<file path="config.mk">
export PLATFORM = sky130hd
export DESIGN_NAME = regfile_write_arbiter
export DESIGN_NICKNAME = d
export VERILOG_FILES = /design/src/rtl/regfile_write_arbiter.sv
export SDC_FILE = /design/constraint.sdc
export NUM_CORES = 1
export LEC_CHECK = 0
export ABC_AREA = 1
export BUFFER_PORTS_ARGS = -buffer_cell sky130_fd_sc_hd__buf_2
export CORE_ASPECT_RATIO = 1.75
export CORE_MARGIN = 5
export CORE_UTILIZATION = 42
export DETAILED_ROUTE_END_ITERATION = 10
export PLACE_DENSITY_LB_ADDON = 0.08
export SYNTH_ARGS = -nofsm -noshare
export SYNTH_HDL_FRONTEND = slang
export SYNTH_SLANG_ARGS = --single-unit
</file>
<file path="constraint.sdc">
create_clock -name clk -period 2.65 [get_ports clk]
set_input_delay 0.1325 -clock clk [delete_from_list [all_inputs] [get_ports clk]]
set_output_delay 0.1325 -clock clk [all_outputs]
set_load 0.02 [all_outputs]
</file>
<file path="src/rtl/regfile_write_arbiter.sv">
// Register-file write-port arbiter: loads win, ALU writebacks queue in an in-order FIFO,
// with a WAW guard on same-register writes, a starvation bound, and pending-write queries.
module regfile_write_arbiter #(
    parameter int DEPTH        = 4,
    parameter int ADDR_W       = 5,
    parameter int DATA_W       = 32,
    parameter int STARVE_LIMIT = 3
) (
    input  logic                       clk,
    input  logic                       rst,
    input  logic                       alu_valid,
    input  logic [ADDR_W-1:0]          alu_rd,
    input  logic [DATA_W-1:0]          alu_data,
    output logic                       alu_ready,
    input  logic                       mem_valid,
    input  logic [ADDR_W-1:0]          mem_rd,
    input  logic [DATA_W-1:0]          mem_data,
    output logic                       mem_ready,
    output logic                       rf_we,
    output logic [ADDR_W-1:0]          rf_a3,
    output logic [DATA_W-1:0]          rf_wd,
    input  logic [ADDR_W-1:0]          q_addr1,
    input  logic [ADDR_W-1:0]          q_addr2,
    output logic                       q_pend1,
    output logic                       q_pend2,
    output logic [$clog2(DEPTH):0]     fifo_count
);
    localparam int PW = $clog2(DEPTH);
    localparam int CW = PW + 1;
    localparam int SW = $clog2(STARVE_LIMIT + 2);

    logic [DEPTH-1:0][ADDR_W-1:0] rd_q;
    logic [DEPTH-1:0][DATA_W-1:0] data_q;
    logic [DEPTH-1:0]             ent_vld;
    logic [PW-1:0]                wptr, rptr;
    logic [CW-1:0]                count;
    logic [SW-1:0]                starve_cnt;

    logic [DEPTH-1:0] hit_mem, hit_q1, hit_q2;
    logic             conflict, force_head, mem_wr, push, pop, nonempty;

    // Per-entry address compare against the live FIFO contents
    for (genvar i = 0; i < DEPTH; i++) begin : g_cmp
        assign hit_mem[i] = ent_vld[i] && (rd_q[i] == mem_rd);
        assign hit_q1[i]  = ent_vld[i] && (rd_q[i] == q_addr1);
        assign hit_q2[i]  = ent_vld[i] && (rd_q[i] == q_addr2);
    end

    assign nonempty   = (count != '0);
    assign alu_ready  = (count < CW'(DEPTH));
    assign conflict   = mem_valid && (mem_rd != '0) && (|hit_mem);
    assign force_head = nonempty && (starve_cnt >= SW'(STARVE_LIMIT));
    assign mem_ready  = mem_valid && !conflict && !force_head;
    assign mem_wr     = mem_ready && (mem_rd != '0);
    // A granted x0 load leaves the port free, so the head can still drain.
    assign pop        = !mem_wr && nonempty;
    assign push       = alu_valid && alu_ready && (alu_rd != '0);
    assign fifo_count = count;

    assign q_pend1 = (q_addr1 != '0) && ((|hit_q1) || (rf_we && rf_a3 == q_addr1));
    assign q_pend2 = (q_addr2 != '0) && ((|hit_q2) || (rf_we && rf_a3 == q_addr2));

    always_ff @(posedge clk) begin
        if (push) begin
            rd_q[wptr]   <= alu_rd;
            data_q[wptr] <= alu_data;
        end
    end

    always_ff @(posedge clk or posedge rst) begin
        if (rst) begin
            ent_vld    <= '0;
            wptr       <= '0;
            rptr       <= '0;
            count      <= '0;
            starve_cnt <= '0;
        end else begin
            if (pop) begin
                ent_vld[rptr] <= 1'b0;
                rptr          <= rptr + PW'(1);
            end
            if (push) begin
                ent_vld[wptr] <= 1'b1;
                wptr          <= wptr + PW'(1);
            end
            case ({push, pop})
                2'b10:   count <= count + CW'(1);
                2'b01:   count <= count - CW'(1);
                default: count <= count;
            endcase
            if (!nonempty || pop)
                starve_cnt <= '0;
            else if (starve_cnt < SW'(STARVE_LIMIT))
                starve_cnt <= starve_cnt + SW'(1);
        end
    end

    always_ff @(posedge clk or posedge rst) begin
        if (rst) begin
            rf_we <= 1'b0;
            rf_a3 <= '0;
            rf_wd <= '0;
        end else if (mem_wr) begin
            rf_we <= 1'b1;
            rf_a3 <= mem_rd;
            rf_wd <= mem_data;
        end else if (pop) begin
            rf_we <= 1'b1;
            rf_a3 <= rd_q[rptr];
            rf_wd <= data_q[rptr];
        end else begin
            rf_we <= 1'b0;
        end
    end
endmodule

</file>
After elaboration in Yosys (flattened, before gate mapping)
Cells that the tools add are included.
{ "totals": {"regBits": 200, "input_bits": 88, "output_inout_bits": 45, "wordCells": 117} }
{ "classes": {"addsub": 5, "order_cmp": 7, "n_eq_ne": 16, "n_mux": 25, "bitwise": 3, "reduce_logical": 45} }
{ "op_table": {"columns": ["cell", "n"], "rows": [
  ["128-bit bitwise mux", 1],
  ["32-bit two-way mux", 4],
  ["5-bit equality test", 14],
  ["32-bit binary-select mux with 2-bit select", 1],
  ["32-bit demux with 2-bit select", 1],
  ["1-bit logical AND", 27],
  ["20-bit bitwise mux", 1],
  ["5-bit two-way mux", 4],
  ["5-bit nonzero test", 4],
  ["4-bit OR reduction", 3],
  ["5-bit binary-select mux with 2-bit select", 1],
  ["5-bit demux with 2-bit select", 1],
  ["4-bit two-way mux", 2],
  ["3-bit by 1-bit adder with 3-bit output (second input constant)", 2],
  ["2-bit by 3-bit less-than comparator with 1-bit output (second input constant)", 2],
  ["3-bit two-way mux", 2],
  ["3-bit one-hot mux with 2 select lines", 1],
  ["2-bit nonzero test", 3],
  ["2-bit by 1-bit adder with 2-bit output (second input constant)", 2],
  ["4-bit AND", 1],
  ["1-bit demux with 2-bit select", 2],
  ["2-bit by 1-bit greater-or-equal comparator with 1-bit output (second input constant)", 2],
  ["1-bit logical NOT", 4],
  ["1-bit two-way mux", 4],
  ["other kinds (10)", 12]
]} }

Depth between registers and ports, before layout
Gate-level depths: netlist of run 1.
{ "logic_depth": {"depth_word": 13, "depth_mapped": 17, "depth_no_buf": 16} }

Worst setup path before layout of run 1
No wires, ideal clock.
{ "synth_timing": {"path_kind": "flip-flop to flip-flop", "startpoint": "register count[2] (netlist: fifo_count[2])", "endpoint": "register count[2] (netlist: fifo_count[2])", "setup_ns": 0.133, "t_arrival_ns": 2.277, "required_time_ns": 2.517, "slack_ns": 0.240, "stages_incl_launch_ff": 14, "path_buffers": 0, "synth_period_minus_slack_ns": 2.410, "path_cell_list": "dfrtp_1 -> inv_1 -> nand3_2 -> inv_1 -> o21a_1 -> nand3_2 -> nand2_1 -> inv_1 -> ha_1 -> inv_1 -> fa_1 -> a21oi_1 -> o21ai_0 -> xor2_1"} }
{ "synth_between": {"elab_cells_between_ends": 16, "classes_between": "add/sub (2); order compare (1); eq/ne (2); mux (1); reduce/logical (10)"} }
{ "synth_lines": {"columns": ["element", "line_no", "rtl"], "rows": [
  ["start: declaration", "36", "logic [CW-1:0] count;"],
  ["start signal: assignment", "87", "2'b10: count <= count + CW'(1);"],
  ["start signal: assignment", "88", "2'b01: count <= count - CW'(1);"],
  ["start signal: assignment", "89", "default: count <= count;"],
  ["3-bit less-than comparator (*)", "50", "assign alu_ready = (count < CW'(DEPTH));"],
  ["named net alu_ready", "14", "output logic alu_ready,"],
  ["1-bit logical AND (*) (2 in series)", "57", "assign push = alu_valid && alu_ready && (alu_rd != '0);"],
  ["2-bit by 1-bit equality test with 1-bit output or 2-bit equality test (tied branches)", "86", "case ({push, pop})"],
  ["3-bit one-hot mux with 2 select lines or 2-bit nonzero test (tied branches)", null, null]
]} }
Mark *: on every way through the listed nets, which the timed path passes. The rest lies on a longest branch.
A chain may end at the register's enable or synchronous reset.

Final worst setup path of run 1
{ "layout_timing": {"startpoint": "register rd_q[5] (netlist name)", "endpoint": "register count[2] (netlist: fifo_count[2])"} }
{ "layout_between": {"elab_chain_len": 12, "elab_cells_between_ends": 14, "classes_between": "eq/ne (3); mux (1); reduce/logical (10)"} }
{ "layout_rtl": {"columns": ["element", "line_no", "rtl"], "rows": [
  ["start: declaration", "32", "logic [DEPTH-1:0][ADDR_W-1:0] rd_q;"],
  ["start signal: indexed assignment", "65", "rd_q[wptr] <= alu_rd;"],
  ["5-bit equality test (*)", "44", "assign hit_mem[i] = ent_vld[i] && (rd_q[i] == mem_rd);"],
  ["1-bit logical AND (*)", "44", null],
  ["4-bit OR reduction (*)", "51", "assign conflict = mem_valid && (mem_rd != '0) && (|hit_mem);"],
  ["1-bit logical AND (*)", "51", null],
  ["1-bit logical NOT (*)", "53", "assign mem_ready = mem_valid && !conflict && !force_head;"],
  ["1-bit logical AND (*) (2 in series)", "53", null],
  ["1-bit logical AND (*)", "54", "assign mem_wr = mem_ready && (mem_rd != '0);"],
  ["1-bit logical NOT (*)", "56", "assign pop = !mem_wr && nonempty;"],
  ["1-bit logical AND (*)", "56", null],
  ["2-bit by 1-bit equality test with 1-bit output or 2-bit equality test (tied branches)", "86", null],
  ["3-bit one-hot mux with 2 select lines or 2-bit nonzero test (tied branches)", null, null]
]} }
Mark *: on every way between the ends. The rest lies on a longest branch, timed or not.

==> results of run 1 <==
[synth_stat cells]
cell	number	share of area, %
edfxtp_1	148	49
nand2_1	134	5.6
nand3_1	132	7.4
nor2_1	98	4.1
o21ai_0	86	4.8
o22ai_1	53	3.7
dfrtp_1	52	14
inv_1	49	2.0
clkbuf_1	32	1.3
a21oi_1	25	1.4
ha_1	11	1.5
buf_2	10	0.56
xor2_1	9	0.88
a221oi_1	6	0.58
inv_2	6	0.25
nor3_1	6	0.33
buf_1	3	0.13
nand4_1	3	0.21
buf_6	2	0.25
nand3_2	2	0.22
o21a_1	2	0.17
a211oi_1	1	0.084
buf_4	1	0.084
clkinv_1	1	0.042
fa_1	1	0.22
nor2_2	1	0.070
o21ai_1	1	0.056
xnor2_1	1	0.097
[kinds of logic (layout without fill, tap and decap cells)]
| family | after synthesis | count (layout) | synth area share, % |
|---|---|---|---|
| AO/OA/AOI/OAI | 174 | 174 | 10.8 |
| XOR/XNOR | 10 | 10 | 0.975 |
| adder cells (fa/ha/maj) | 12 | 12 | 1.75 |
| buffers and inverters | 104 | 316 | 4.69 |
| flip-flops | 200 | 200 | 63.9 |
| AND/OR/NAND/NOR | 376 | 376 | 17.9 |
[worst max-delay path by stage]
stage	to	slack, ps	depth (start not counted)
5_1_grt	fifo_count[2]	4	16
2_1_floorplan	fifo_count[2]	240	13
4_1_cts	fifo_count[2]	200	15
3_3_place_gp	fifo_count[2]	230	16
3_5_place_dp	fifo_count[2]	200	15
6_report	fifo_count[2]	220	15
[cell type report]
type	instances	area [um^2]	area share, %
tap	252	315	2.79
multi-input combinational	572	2830	25.0
clock inverter	9	104	0.918
timing repair buffer	228	1660	14.7
clock buffer	23	448	3.96
sequential	200	5750	50.8
inverter	56	210	1.86
[worst min-delay path, stage by stage]
cell	delay (ps)
buf_2	150
nand2_1	80
nand3_1	70
[metal layers]
layer | track usage, % | up-vias | part of all wire (%)
met3 | 3.75 | 61 | 4.0
met5 | 0 | - | 0
met1 | 24.4 | 3524 | 38
li1 | - | 3492 | -
met2 | 40.7 | 233 | 54
met4 | 11.1 | 0 | 4.3
[sequential cells by signal, summed over array words and instances, names as in the netlist]
signal	cells
data_q	128
rf_wd	32
rd_q	20
rf_a3	5
ent_vld	4
fifo_count	3
starve_cnt	3
rptr	2
wptr	2
rf_we	1
[report_power, final]
group          switching (mW)  internal [mW]  total, mW
sequential              0.374           4.09       4.47
combinational            2.98           1.45       4.43
clock                    1.07           1.39       2.46
[through the flow]
stage	setup slack, ps	cells	hold slack [ps]
2_1_floorplan	240	876	231
3_3_place_gp	234	1234	317
4_1_cts	196	1335	5.71
6_report	224	1340	53.5
3_5_place_dp	199	1234	329
5_1_grt	3.63	1340	64.9
[timing repair]
action	CTS	global route
gates resized for setup	0	0
hold buffers	69	1
buffers inserted	0	4
endpoints found under the hold margin	206	4
endpoints found under the setup margin	0	1
==> out/qor.csv, run 1 <==
stage,metric,value,unit
synth,count of cell types in the netlist,28,
layout,Layout area overhead,25.8,%
timing,count of pins over their slew limit,0,
floorplanning,Die Width,121,um
drt,First-pass DRT Iterations,5,
layout,Final #Nets,1175,
setup_path,CP max stage delay,450,ps
setup_path,CP Class,register to register,
timing,worst-margin pin slew,783,ps
drt,final WL,26700,um
setup_path,Worst setup EP type,register,
synth,Mapped Nets,976,
setup_path,FF-to-FF path depth,15,
synth,sequential area share after synthesis,63.9,%
clocking,Clock Latency Late Sink,430,ps
min_path,Hold Path Class,input pin to register,
floorplanning,Initial Util,42.7,%
layout,share of cells above drive strength 1,18.0,%
global_route,All-Layer GR Usage,22.2,%
drt,Routed wire per std cell,19.9,um
setup_path,most frequent CP cell,inv_1,
drt,vias post-DR,7310,
min_path,Worst Hold End,rf_a3[2],
timing,RSZ-0062 raised after global routing,no,
timing,Slew headroom,47.8,%
synth,Yosys reg bits,200,
setup_path,"delay-heaviest family, CP",simple AND/OR/NAND/NOR gates,
place,dpl hpwl,17500,um
run,Max Cap Violations,0,
timing,Hold Fails Final Rpt,0,
clocking,Worst-path clk slew,70,ps
setup_path,crit path max-delay cell type,edfxtp_1,
timing,setup_tns,0,ps
clocking,deepest clock path buffer count,2,
setup_path,CP required,2960,ps
global_route,first-pass GRT wire length,41500,um
pwr,Max VDD drop,0.583,mV
drt,DRT iter0 DRCs,542,
place,IO buf count,132,
synth,Post-Syn Area,8990,um^2
global_route,vias in the first global route,7486,
setup_path,Reg2Reg Setup Slack,220,ps
pwr,Pwr Density,1000,nW/um^2
floorplanning,die area,24500,um^2
pwr,leakage,4.70,nW
synth,Post-Syn Instances,876,
setup_path,R2R Path End,fifo_count[2],
place,gpl congestion,1.07,
layout,most frequent cells in the layout,"edfxtp_1 (148), nand2_1 (134), nand3_1 (132), buf_2 (132), nor2_1 (98)",
layout,"commonest non-fill, non-tap cell in the layout",edfxtp_1,
global_route,initial antenna violation count,0,
layout,antenna fix cells,0,
clocking,CTS root buf,clkbuf_16,
clocking,clock buffer count from CTS,17,
clocking,Clock Sink Count,200,
setup_path,crit path from,rd_q[5],
layout,"Core Util, Final",53.8,%
timing,Layout Skew,9.31,ps
timing,Tcrit/Tclk final,91.5,%
layout,fillcell total,1924,
timing,Final setup viols,0,
synth,number of synthesis warnings,0,
setup_path,Crit path arrival time,2730,ps
pwr,overall power,11.4,mW
timing,f_max,0.412,GHz
timing,minimum clock period,2430,ps
setup_path,critical-path cell list,inv_1 > nor2_1 > nor2_1 > nand3_1 > nand2_1 > nor2_2 > nand3_4 > nand2_1 > inv_1 > ha_1 > inv_1 > fa_1 > a21oi_1 > o21ai_0 > xor2_1,
min_path,source of the worst hold timing path,mem_rd[2],
synth,syn avg cell area,10.3,um^2
floorplanning,Core Region,21000,um^2
setup_path,CP bufs+invs,3,
drt,vias per cell,5.46,
place,Area after DPL,10000,um^2
clocking,H-tree depth,4,
setup_path,reg2reg start,rd_q[5],
floorplanning,num ports,133,
layout,cell area after layout,11300,um^2
drt,Final ANT Viol Nets,0,
min_path,Hold Crit Depth,3,
setup_path,Startpoint Class,register,
floorplanning,row count,70,
global_route,largest net degree at the start of global routing,88,
clocking,CTS tree,done,
run_status,status,completed,
global_route,total global routing overflow,0,
drt,DR DRC count,0,
setup_path,CP max FO,4,
floorplanning,die height,204,um
(Power assumes the default switching activity.)
==> run 2: changes to the inputs <==
Settings changed: CORE_MARGIN 5 to 1.5, CTS_BUF_LIST set to sky130_fd_sc_hd__clkbuf_8.
==> out/qor.csv, run 2 (synthesized netlist as in run 1, its figures left out) <==
stage,metric,value,unit,change
setup_path,Crit path arrival time,2840,ps,was 2730 ps
place,Area after DPL,9970,um^2,was 10000 um^2
global_route,largest net degree at the start of global routing,45,,was 88
timing,RSZ-0062 raised after global routing,no,,unchanged
drt,Routed wire per std cell,20.1,um,was 19.9 um
timing,PnR worst setup slack,177,ps,was 224 ps
layout,most frequent cells in the layout,"edfxtp_1 (148), nand2_1 (134), nand3_1 (132), buf_2 (132), nor2_1 (98)",,unchanged
min_path,Worst Hold End,rf_a3[1],,was rf_a3[2]
clocking,Worst-path clk slew,100,ps,was 70 ps
timing,Final setup viols,0,,unchanged
min_path,source of the worst hold timing path,mem_rd[1],,was mem_rd[2]
setup_path,CP Class,register to register,,unchanged
setup_path,most frequent CP cell,nand2_1,,was inv_1
timing,worst hold slack,37.0,ps,was 53.5 ps
setup_path,"delay-heaviest family, CP",simple AND/OR/NAND/NOR gates,,unchanged
setup_path,CP bufs+invs,3,,unchanged
drt,final WL,26900,um,was 26700 um
run_status,status,completed,,unchanged
global_route,initial antenna violation count,0,,unchanged
floorplanning,Initial Util,42.9,%,was 42.7%
layout,Layout area overhead,23.6,%,was 25.8%
floorplanning,Die Width,114,um,was 121 um
clocking,clock buffer count from CTS,17,,unchanged
setup_path,CP max FO,5,,was 4
layout,biggest regs,"data_q x128, rf_wd x32, rd_q x20",,unchanged
timing,count of pins over their slew limit,0,,unchanged
timing,Tcrit/Tclk final,93.3,%,was 91.5%
global_route,first-pass GRT wire length,41900,um,was 41500 um
pwr,Max VDD drop,0.607,mV,was 0.583 mV
floorplanning,row count,70,,unchanged
global_route,total global routing overflow,0,,unchanged
floorplanning,num ports,133,,unchanged
drt,DR DRC count,0,,unchanged
run,Max Cap Violations,0,,unchanged
timing,Layout Skew,11.4,ps,was 9.31 ps
min_path,Hold Crit Depth,3,,unchanged
drt,vias per cell,5.55,,was 5.46
drt,First-pass DRT Iterations,5,,unchanged
layout,cell area after layout,11100,um^2,was 11300 um^2
global_route,All-Layer GR Usage,25.2,%,was 22.2%
layout,antenna fix cells,0,,unchanged
layout,"commonest non-fill, non-tap cell in the layout",edfxtp_1,,unchanged
setup_path,FF-to-FF path depth,16,,was 15
layout,Final #Nets,1172,,was 1175
setup_path,R2R Path End,fifo_count[2],,unchanged
global_route,vias in the first global route,7621,,was 7486
setup_path,CP required,3020,ps,was 2960 ps
timing,setup_tns,0,ps,unchanged
timing,Slew headroom,55.2,%,was 47.8%
timing,minimum clock period,2470,ps,was 2430 ps
place,IO buf count,132,,unchanged
clocking,CTS tree,done,,unchanged
layout,max FFs per register,128,,unchanged
pwr,overall power,10.9,mW,was 11.4 mW
drt,vias post-DR,7418,,was 7310
setup_path,crit path max-delay cell type,edfxtp_1,,unchanged
floorplanning,die area,22300,um^2,was 24500 um^2
floorplanning,die height,197,um,was 204 um
timing,Hold Fails Final Rpt,0,,unchanged
clocking,H-tree depth,4,,unchanged
clocking,deepest clock path buffer count,2,,unchanged
setup_path,critical-path cell list,inv_2 > nand2_1 > nand2_1 > nor2_1 > nand3_1 > nand2_1 > nor2_2 > nand3_4 > nand2_1 > inv_1 > ha_1 > inv_1 > fa_1 > a21oi_1 > o21ai_0 > xor2_1,,was inv_1 > nor2_1 > nor2_1 > nand3_1 > nand2_1 > nor2_2 > nand3_4 > nand2_1 > inv_1 > ha_1 > inv_1 > fa_1 > a21oi_1 > o21ai_0 > xor2_1
timing,worst-margin pin slew,665,ps,was 783 ps
pwr,Pwr Density,984,nW/um^2,was 1000 nW/um^2
min_path,Hold Path Class,input pin to register,,unchanged
pwr,leakage,4.61,nW,was 4.70 nW
place,dpl hpwl,17700,um,was 17500 um
timing,f_max,0.404,GHz,was 0.412 GHz
drt,Final ANT Viol Nets,0,,unchanged
layout,share of cells above drive strength 1,18.3,%,was 18.0%
setup_path,Reg2Reg Setup Slack,180,ps,was 220 ps
setup_path,reg2reg start,rd_q[14],,was rd_q[5]
clocking,Clock Latency Late Sink,480,ps,was 430 ps
layout,Biggest register,data_q,,unchanged
place,gpl congestion,0.995,,was 1.07
setup_path,Worst setup EP type,register,,unchanged
place,Place WS,193,ps,was 199 ps
floorplanning,Core Region,20900,um^2,was 21000 um^2
clocking,CTS root buf,clkbuf_8,,was clkbuf_16
setup_path,Startpoint Class,register,,unchanged
drt,DRT iter0 DRCs,589,,was 542
clocking,Clock Sink Count,200,,unchanged
setup_path,CP max stage delay,500,ps,was 450 ps
[run 2: cell type report]
| class | instances | area [um^2] |
|---|---|---|
| clock buffer | 17 | 234 |
| clock inverter | 15 | 186 |
| fill | 1876 | 9830 |
| inverter | 56 | 210 |
| multi-input combinational | 572 | 2830 |
| sequential | 200 | 5750 |
| tap | 252 | 315 |
| timing repair buffer | 225 | 1590 |
[run 2: worst max-delay path by stage]
stage	slack, ps	endpoint	cells past startpoint	startpoint
global route	4	fifo_count[2]	16	rd_q[14]
global placement	200	rf_a3[4]	13	rd_q[14]
finish	180	fifo_count[2]	16	rd_q[14]
floorplan	240	fifo_count[2]	13	fifo_count[2]
detailed placement	190	fifo_count[2]	16	rd_q[14]
CTS	170	fifo_count[2]	16	rd_q[14]
[run 2: worst register-to-register path, stage by stage, from the launching register on]
cell and delay [ps]:
edfxtp_1 500, inv_2 80, nand2_1 70, nand2_1 50, nor2_1 120, nand3_1 140, nand2_1 110, nor2_2 60
nand3_4 60, nand2_1 100, inv_1 90, ha_1 140, inv_1 60, fa_1 370, a21oi_1 140, o21ai_0 110
xor2_1 150
[run 2: metrics by stage]
step / utilization, % / std cells
floorplan: - / 876
global placement: 47.6 / 1233
detailed placement: 47.6 / 1233
CTS: 53.0 / 1336
global route: 53.1 / 1337
finish: 53.1 / 1337
[run 2: metal layers]
metal | wire length [um] | GRT usage [%] | vias to the layer above | part of all wire, %
met3 | 1190 | 4.27 | 71 | 4.4
met5 | 0 | 0 | - | 0
li1 | - | - | 3487 | -
met2 | 14600 | 47.0 | 262 | 54
met1 | 9820 | 26.6 | 3598 | 37
met4 | 1250 | 13.2 | 0 | 4.6
[run 2: timing repair]
| item | CTS | global route |
|---|---|---|
| buffers inserted | 0 | 1 |
| hold buffers | 71 | 0 |
| gates resized for setup | 0 | 1 |
| endpoints found under the hold margin | 204 | 0 |
| endpoints found under the setup margin | 0 | 1 |
[run 2: where the power goes]
part / internal, mW / switching, mW / total, mW
Combinational: 1.42 / 2.91 / 4.33
Clock: 0.953 / 1.11 / 2.06
Sequential: 4.09 / 0.447 / 4.53
Total: 6.46 / 4.47 / 10.9
